`config.mk`:
```
export PLATFORM = sky130hd
export DESIGN_NAME = aes_sbox_sched
export DESIGN_NICKNAME = d
export VERILOG_FILES = /design/src/rtl/aes_sbox_sched.sv
export SDC_FILE = /design/constraint.sdc
export NUM_CORES = 1
export LEC_CHECK = 0
export ABC_AREA = 0
export CORE_MARGIN = 2
export CORE_UTILIZATION = 40
export DETAILED_ROUTE_END_ITERATION = 8
export HOLD_SLACK_MARGIN = 0.05
export PLACE_DENSITY = 0.63
export SYNTH_ARGS = -nofsm -noshare
export SYNTH_HDL_FRONTEND = slang
export SYNTH_SLANG_ARGS = --single-unit
```
`constraint.sdc`:
```
create_clock -name ClkxCI -period 5.4 [get_ports ClkxCI]
set_input_delay 1.62 -clock ClkxCI [delete_from_list [all_inputs] [get_ports ClkxCI]]
set_output_delay 1.62 -clock ClkxCI [all_outputs]
set_load 0.01 [all_outputs]
```
`src/rtl/aes_sbox_sched.sv`:
```
// Issue scheduler for a pipelined masked AES S-box: round-robin over two requesters,
// fresh randomness per issue, credit-bounded in-order result FIFO.
// Optional dummy-op issue on idle cycles is enabled by defining AES_SBOX_SCHED_DUMMY_EN.
module aes_sbox_sched #(
    parameter int SHARES  = 2,
    parameter int LATENCY = 5,   // must be >= 1
    parameter int TAGW    = 4,
    parameter int RNDZ_W  = 22,
    parameter int RNDB_W  = 20
) (
    input  logic                  ClkxCI,
    input  logic                  RstxBI,
    input  logic                  Req0ValidxSI,
    output logic                  Req0ReadyxSO,
    input  logic [8*SHARES-1:0]   Req0DataxDI,
    input  logic [TAGW-1:0]       Req0TagxDI,
    input  logic                  Req1ValidxSI,
    output logic                  Req1ReadyxSO,
    input  logic [8*SHARES-1:0]   Req1DataxDI,
    input  logic [TAGW-1:0]       Req1TagxDI,
    input  logic                  RndValidxSI,
    output logic                  RndReadyxSO,
    input  logic [RNDZ_W-1:0]     RndZxDI,
    input  logic [RNDB_W-1:0]     RndBxDI,
    output logic [8*SHARES-1:0]   SboxInxDO,
    output logic [RNDZ_W-1:0]     SboxRndZxDO,
    output logic [RNDB_W-1:0]     SboxRndBxDO,
    input  logic [8*SHARES-1:0]   SboxOutxDI,
    output logic                  OutValidxSO,
    input  logic                  OutReadyxSI,
    output logic [8*SHARES-1:0]   OutDataxDO,
    output logic                  OutSrcxSO,
    output logic [TAGW-1:0]       OutTagxDO,
    output logic                  BusyxSO
);

    localparam int DW    = 8 * SHARES;
    localparam int DEPTH = LATENCY + 1;
    localparam int CW    = $clog2(DEPTH + 1);
    localparam int PW    = (DEPTH > 1) ? $clog2(DEPTH) : 1;
    localparam int MEMD  = 1 << PW;

    // round-robin pointer: requester preferred when both are valid
    logic                  rr_q, rr_d;

    logic [DW-1:0]         sin_q, sin_d;
    logic [RNDZ_W-1:0]     srz_q, srz_d;
    logic [RNDB_W-1:0]     srb_q, srb_d;

    logic [DEPTH-1:0]             pv_q, pd_q, ps_q;
    logic [DEPTH-1:0][TAGW-1:0]   pt_q;

    logic [DW-1:0]         fd_q [MEMD];
    logic                  fs_q [MEMD];
    logic [TAGW-1:0]       ft_q [MEMD];
    logic [PW-1:0]         wr_q, wr_d, rd_q, rd_d;
    logic [CW-1:0]         cnt_q, cnt_d;

    logic [CW-1:0]         infl;
    logic [CW:0]           occ;
    logic                  credit, go;
    logic                  gnt0, gnt1, rdy0, rdy1, dum;
    logic                  iss, iss_src;
    logic [TAGW-1:0]       iss_tag;
    logic [DW-1:0]         iss_dat;
    logic                  fwr, fpop;

    // Only real operations hold credit; dummies never reach the FIFO.
    always_comb begin
        infl = '0;
        for (int i = 0; i < DEPTH; i++) begin
            infl = infl + CW'(pv_q[i] & ~pd_q[i]);
        end
    end

    assign occ    = {1'b0, cnt_q} + {1'b0, infl};
    assign credit = occ < (CW+1)'(DEPTH);
    assign go     = RstxBI & RndValidxSI & credit;

    assign gnt0 = Req0ValidxSI & (~Req1ValidxSI | ~rr_q);
    assign gnt1 = Req1ValidxSI & (~Req0ValidxSI |  rr_q);
    assign rdy0 = gnt0 & go;
    assign rdy1 = gnt1 & go;

`ifdef AES_SBOX_SCHED_DUMMY_EN
    assign dum = go & ~Req0ValidxSI & ~Req1ValidxSI;
`else
    assign dum = 1'b0;
`endif

    assign iss = rdy0 | rdy1;

    always_comb begin
        iss_src = rdy1;
        iss_tag = rdy1 ? Req1TagxDI : Req0TagxDI;
        iss_dat = rdy1 ? Req1DataxDI : Req0DataxDI;
        if (dum) begin
            iss_src = 1'b0;
            iss_tag = '0;
            iss_dat = RndZxDI[DW-1:0];
        end
    end

    always_comb begin
        rr_d  = rr_q;
        sin_d = sin_q;
        srz_d = srz_q;
        srb_d = srb_q;
        if (iss) begin
            rr_d = ~rdy1;
        end
        if (iss | dum) begin
            sin_d = iss_dat;
            srz_d = RndZxDI;
            srb_d = RndBxDI;
        end
    end

    always_ff @(posedge ClkxCI or negedge RstxBI) begin
        if (!RstxBI) begin
            rr_q  <= 1'b0;
            sin_q <= '0;
            srz_q <= '0;
            srb_q <= '0;
        end else begin
            rr_q  <= rr_d;
            sin_q <= sin_d;
            srz_q <= srz_d;
            srb_q <= srb_d;
        end
    end

    // Stage DEPTH-1 lines up with the S-box output for the op issued LATENCY+1 edges ago.
    always_ff @(posedge ClkxCI or negedge RstxBI) begin
        if (!RstxBI) begin
            pv_q <= '0;
            pd_q <= '0;
            ps_q <= '0;
            pt_q <= '0;
        end else begin
            pv_q <= {pv_q[DEPTH-2:0], iss | dum};
            pd_q <= {pd_q[DEPTH-2:0], dum};
            ps_q <= {ps_q[DEPTH-2:0], iss_src};
            pt_q <= {pt_q[DEPTH-2:0], iss_tag};
        end
    end

    assign fwr  = pv_q[DEPTH-1] & ~pd_q[DEPTH-1];
    assign fpop = OutValidxSO & OutReadyxSI;

    always_comb begin
        wr_d  = wr_q;
        rd_d  = rd_q;
        cnt_d = cnt_q;
        if (fwr) begin
            wr_d = (wr_q == PW'(DEPTH - 1)) ? '0 : wr_q + 1'b1;
        end
        if (fpop) begin
            rd_d = (rd_q == PW'(DEPTH - 1)) ? '0 : rd_q + 1'b1;
        end
        case ({fwr, fpop})
            2'b10:   cnt_d = cnt_q + 1'b1;
            2'b01:   cnt_d = cnt_q - 1'b1;
            default: cnt_d = cnt_q;
        endcase
    end

    always_ff @(posedge ClkxCI or negedge RstxBI) begin
        if (!RstxBI) begin
            wr_q  <= '0;
            rd_q  <= '0;
            cnt_q <= '0;
        end else begin
            wr_q  <= wr_d;
            rd_q  <= rd_d;
            cnt_q <= cnt_d;
        end
    end

    always_ff @(posedge ClkxCI) begin
        if (fwr) begin
            fd_q[wr_q] <= SboxOutxDI;
            fs_q[wr_q] <= ps_q[DEPTH-1];
            ft_q[wr_q] <= pt_q[DEPTH-1];
        end
    end

    assign Req0ReadyxSO = rdy0;
    assign Req1ReadyxSO = rdy1;
    assign RndReadyxSO  = iss | dum;
    assign SboxInxDO    = sin_q;
    assign SboxRndZxDO  = srz_q;
    assign SboxRndBxDO  = srb_q;
    assign OutValidxSO  = cnt_q != '0;
    assign OutDataxDO   = fd_q[rd_q];
    assign OutSrcxSO    = fs_q[rd_q];
    assign OutTagxDO    = ft_q[rd_q];
    assign BusyxSO      = (infl != '0) | (cnt_q != '0);

endmodule

```
==> flow_metrics.tcl, run 1 <==
set metrics [dict create \
    grt_usage 0.155 \
    hp-class "reg2reg" \
    ant_nets 0 \
    ioPinCount 188 \
    finalWeightedCongestion 0.778 \
    synthArstFlopShare 0.382 \
    ys_ff_latch 272 \
    rr_startpoint "pv_q[0]$_DFF_PN0_" \
    die_y_um 165 \
    dr.pass1.iters 4 \
    rr_worst_depth 13 \
    crit_path_frequent_cell "fa_1" \
    clock_sinks 272 \
    grt_use_met2 0.253 \
    finalHoldViolCount 0 \
    timing.max_cap.violations 0 \
    clk_latency_ns 0.54 \
    placed_cell_area_um2 12700 \
    place_ws_ns -0.165 \
    hold_start "pt_q[2]$_DFF_PN0_" \
    syn_to_final_growth_pct 32.3 \
    grt_pass1_wl_mm 32.5 \
    vias 5360 \
    arrival_ns 3.99 \
    ys_top_cells_by_count "168 x edfxtp_1, 104 x dfrtp_1, 92 x mux2_2, 42 x mux4_2, 10 x inv_1" \
    fp-row-count 58 \
    synth-seq-area-share 0.741 \
    fmaxAchievable_ghz 0.178 \
    path_delay_family "adder cells" \
    portBuffers 187 \
    drc 0 \
    antennaDiodeCount 0 \
    drtIter0Drc 293 \
    worstSetupPathType "reg2out" \
    synth_area_per_cell_um2 20.7 \
    end_kind "primary output" \
    crit_buf_inv 4 \
    globalRoute.totalOverflow 0 \
    syn_area_um2 10300 \
    grt_max_degree 73 \
    crit_required_ns 3.78 \
    crit_path_max_incr_delay_ns 0.56 \
    path_clk_slew_ns 0.06 \
    start_kind "register" \
    clockBufferDepth 3 \
    rsz0062_at_grt "yes" \
    rrSetupSlack_ns 0.91 \
    slew_viol_final 0 \
    cellPowerDensity_nw_per_um2 558 \
    crit_chain "fa_1 -> inv_2 -> fa_1 -> inv_1 -> ha_2 -> fa_1 -> fa_1 -> nand2_2 -> o211ai_2 -> buf_6 -> nor3_4 -> buf_2" \
    whs_ns 0.344 \
    start_util 0.409 \
    grt_pass1_vias 5987 \
    status "finished, violations left" \
    grtUsageMet1 0.198 \
    synth_cells 498 \
    tritoncts "yes" \
    wl_per_cell_um 19.3 \
    cp-startpoint "pv_q[0]$_DFF_PN0_" \
    final_cell_area_um2 13700 \
    vias_per_cell 5.01 \
    yosysMostFrequentCell "edfxtp_1" \
    die_area_um2 27100 \
    hold_depth 0 \
    synth_area_leaders "edfxtp_1 49%, dfrtp_1 25%, mux2_2 10%" \
    cts_buffers 29 \
    yosysWarnings 0 \
    slowest_stage "fa_1" \
    cts-root-buf "clkbuf_16" \
    synth_ff_type "edfxtp_1" \
    synth_nets 611 \
    critPathMaxFanout 3 \
    drive_above_1_share 0.307 \
    fp.dieW_um 165 \
    max-vdd-ir-drop_mv 0.355 \
    worst_pin_slew_ns 1.07 \
    routed_wl_mm 20.6 \
    synth.largest_area_cell "edfxtp_1" \
    htree_num_levels 1 \
    slew_headroom 0.287 \
    finClkSkew_ns 0.00790 \
    met3_usage 0.0573 \
    violations "setup timing" \
    hpwl_mm 13.0 \
    synth_cell_types 35 \
    fin_crit_sh 1.04 \
    core_um2 25300 \
    post-route-worst-setup-slack_ns -0.207 \
    top_usage_layer "met2" \
    hold_end "pt_q[6]$_DFF_PN0_" \
    synth_top_area_share 0.489 \
    synth_edf_count 168 \
    p_leak_nw 4.97 \
    setup_viol 3 \
    finalCriticalPeriod_ns 5.61 \
    reg2reg_to "SboxRndBxDO[15]$_DFFE_PN0P_" \
    antenna_found_initial 0 \
    nets 829 \
]
## cell usage in the layout, fill, tap and decap left out, types with 3 or more instances in the layout
cell type / instances
inv_1: 9
ha_1: 3
nor3_2: 3
mux2_1: 9
nand2_1: 6
clkbuf_16: 30
nor2_1: 4
buf_4: 19
xor2_1: 4
clkbuf_1: 3
mux4_2: 42
inv_6: 3
clkinv_4: 4
clkdlybuf4s50_1: 182
clkinv_2: 6
edfxtp_1: 168
dfrtp_1: 102
mux2_2: 92
fa_1: 5
## layer usage
metal | vias to the layer above | wire (um)
li1 | 2381 | -
met1 | 2749 | 8570
met2 | 203 | 9810
met3 | 27 | 1940
met4 | 0 | 269
met5 | - | 0
## area by class of cell
type	instances	area, um2
Clock buffer	34	776
Clock inverter	20	179
Fill cell	2000	11600
Inverter	10	37.5
Multi-Input combinational cell	196	2580
Sequential cell	272	7650
Tap cell	330	413
Timing Repair Buffer	207	2020
## through the flow
step / util / cells / total power, W / TNS (ns)
floorplan: - / 498 / 0.00445 / 0
CTS: 0.541 / 1069 / 0.00773 / -0.787
detailed placement: 0.503 / 1015 / 0.00573 / -0.328
global placement: 0.503 / 1015 / 0.00566 / -0.0702
global route: 0.541 / 1069 / 0.00803 / -1.03
finish: 0.541 / 1069 / 0.00761 / -0.583
## kinds of logic (layout without fill, tap and decap cells)
kind of cell,Yosys count,in the layout,synth area share
and+or+nand+nor,30,30,0.0160
buffers and inverters,30,271,0.0147
adders and majority gates,9,9,0.0145
DFF,272,272,0.741
muxes,144,144,0.203
xor gates and xnor gates,5,5,0.00424
AOI/OAI and AO/OA,8,8,0.00667
## worst max path at each step
| stage | endpoint | slack, ns | depth (start not counted) |
|---|---|---|---|
| detailed placement | Req0ReadyxSO | -0.17 | 11 |
| floorplan | Req0ReadyxSO | 0.28 | 10 |
| global route | RndReadyxSO | -0.35 | 12 |
| CTS | Req1ReadyxSO | -0.28 | 12 |
| finish | RndReadyxSO | -0.21 | 12 |
| global placement | Req0ReadyxSO | -0.05 | 11 |
## sequential cells by signal, summed over array words and instances, names as in the netlist
signal and flops:
cnt_q 3, pv_q 6, SboxRndZxDO 22, pt_q 24
ft_q 32, SboxRndBxDO 20, rr_q 1, SboxInxDO 16
fs_q 8, rd_q 3, fd_q 128, wr_q 3
ps_q 6
## timing repair
action,4_1_cts,5_1_grt
hold buffers,0,0
setup endpoints to repair,4,4
gates cloned,0,0
pin swaps,7,6
hold endpoints to repair,0,0
gates resized for setup,20,3
buffers inserted,1,0
## power by group
| part | internal, W | total, W | switching (W) | leakage [nW] |
|---|---|---|---|---|
| sequential | 0.00267 | 0.00300 | 0.000330 | 2.76 |
| combinational | 0.00160 | 0.00267 | 0.00106 | 1.73 |
| clock | 0.00113 | 0.00195 | 0.000811 | 0.474 |
| total | 0.00541 | 0.00761 | 0.00220 | 4.97 |
Power figures use the tool's default switching activity.
==> run 2: changes to the inputs <==
CAP_MARGIN = 20   (was default)
CORE_UTILIZATION = 45   (was 40)
PLACE_DENSITY = 0.69   (was 0.63)
SETUP_SLACK_MARGIN = 0.5   (was default)
==> flow_metrics.tcl, run 2 (synthesized netlist as in run 1, its figures left out) <==
set metrics [dict create \
    status "finished, violations left" \
    violations "setup timing" \
    p_leak_nw 4.95 \
    portBuffers 187 \
    cts_buffers 28 \
    grt_pass1_wl_mm 32.7 \
    timing.max_cap.violations 0 \
    grt_usage 0.176 \
    clockBufferDepth 3 \
    start_kind "register" \
    slowest_stage "fa_1" \
    clk_latency_ns 0.53 \
    largest_register_ffs 128 \
    routed_wl_mm 20.5 \
    rr_startpoint "pv_q[0]$_DFF_PN0_" \
    end_kind "primary output" \
    fin_crit_sh 1.04 \
    fmaxAchievable_ghz 0.177 \
    start_util 0.457 \
    antennaDiodeCount 0 \
    worstSetupPathType "reg2out" \
    core_um2 22600 \
    post-route-worst-setup-slack_ns -0.240 \
    vias_per_cell 5.20 \
    htree_num_levels 1 \
    grt_pass1_vias 5885 \
    final_common_cell "clkdlybuf4s50_1" \
    arrival_ns 4.02 \
    die_y_um 155 \
    finalCriticalPeriod_ns 5.64 \
    finalHoldViolCount 0 \
    hpwl_mm 13.3 \
    clock_sinks 272 \
    hold_start "pt_q[16]$_DFF_PN0_" \
    antenna_found_initial 0 \
    nets 829 \
    ant_nets 0 \
    largestRegisters "fd_q x128, ft_q x32, pt_q x24" \
    critPathMaxFanout 5 \
    rsz0062_at_grt "yes" \
    dp_cells 968 \
    slew_viol_final 0 \
    regMostFlops "fd_q" \
    final_cell_mix "182 x clkdlybuf4s50_1, 168 x edfxtp_1, 103 x dfrtp_1, 92 x mux2_2, 42 x mux4_2" \
    crit_chain "fa_1 -> inv_2 -> fa_1 -> inv_1 -> ha_2 -> fa_2 -> fa_1 -> nand2_2 -> o21ai_4 -> a2111oi_4 -> buf_2" \
    fp.dieW_um 155 \
    ioPinCount 188 \
    cellPowerDensity_nw_per_um2 555 \
    grt_max_degree 78 \
    crit_path_frequent_cell "fa_1" \
    die_area_um2 24200 \
    wl_per_cell_um 20.0 \
    setup_viol 3 \
    cts_hold_buf 0 \
    tritoncts "yes" \
    max-vdd-ir-drop_mv 0.428 \
    globalRoute.totalOverflow 0 \
    crit_required_ns 3.78 \
    final_cells 1022 \
    slew_headroom 0.339 \
    finalWeightedCongestion 0.772 \
    crit_path_max_incr_delay_ns 0.57 \
    drive_above_1_share 0.297 \
    drc 0 \
    final_core_util 0.602 \
    syn_to_final_growth_pct 31.7 \
    finClkSkew_ns 0.0123 \
    fp-row-count 55 \
    cp-startpoint "pv_q[0]$_DFF_PN0_" \
    cts-root-buf "clkbuf_16" \
    drtIter0Drc 225 \
    worst_pin_slew_ns 0.991 \
    num-fill-cells 1646 \
    hp-class "reg2reg" \
    dr.pass1.iters 4 \
    vias 5316 \
    path_clk_slew_ns 0.06 \
]
## run 2: changes by cell type in the layout (fill, tap and decap cells not counted), moves of 3 or more
cell      previous run  this run
clkbuf_1             3        12
clkinv_2             6         3
clkinv_4             4         1
inv_6                3         0
## run 2: repair_timing
| action | CTS | global route |
|---|---|---|
| buffers inserted | 2 | 1 |
| setup endpoints to repair | 4 | 4 |
| gates resized for setup | 24 | 1 |
| pin swaps | 8 | 5 |
## run 2: final cells by class
cell class	count	area [um2]	share of cell area
clock buffer	44	812	0.0597
timing repair buffer	208	2040	0.150
clock inverter	7	87.6	0.00644
tap	285	357	0.0262
inverter	10	37.5	0.00276
sequential	272	7650	0.563
multi-input combinational	196	2610	0.192
## run 2: critical path: cells and delay by family (launching register included)
family                   cells  cell delay (ns)
AND/OR/NAND/NOR              1             0.10
flip-flops                   1             0.40
adder cells (fa/ha/maj)      5             2.29
buffers and inverters        3             0.29
AO/OA/AOI/OAI                2             0.42
## run 2: final timing paths
check / end / slack [ns] / depth (start not counted)
hold reg to reg: pt_q[20]$_DFF_PN0_ / 0.34 / 0
max in group asynchronous: rd_q[0]$_DFFE_PN0P_ / 2.92 / 3
setup / recovery: Req0ReadyxSO / -0.24 / 11
hold / removal: pt_q[20]$_DFF_PN0_ / 0.34 / 0
min in group asynchronous: SboxRndZxDO[7]$_DFFE_PN0P_ / 1.14 / 2
setup reg to reg: SboxRndBxDO[18]$_DFFE_PN0P_ / 0.90 / 13
## run 2: metrics by stage
stage	hold WS, ns	setup TNS (ns)	cell area [um2]	setup WS [ns]	total power (W)
6_report	0.343	-0.654	13600	-0.240	0.00755
5_1_grt	0.361	-1.09	13600	-0.395	0.00796
4_1_cts	0.346	-0.756	13600	-0.308	0.00766
3_5_place_dp	0.336	-0.147	12600	-0.119	0.00572
3_3_place_gp	0.332	-0.0298	12600	-0.0298	0.00564
2_1_floorplan	0.331	0	10400	0.435	0.00450
## run 2: metal layers
metal,wire (um),track usage
met1,8490,0.233
met3,1690,0.0607
met2,9930,0.285
met4,345,0.0358
met5,0,0
## run 2: where the power goes
group | internal (W) | switching, W
clock | 0.00112 | 0.000738
combinational | 0.00160 | 0.00110
sequential | 0.00267 | 0.000308
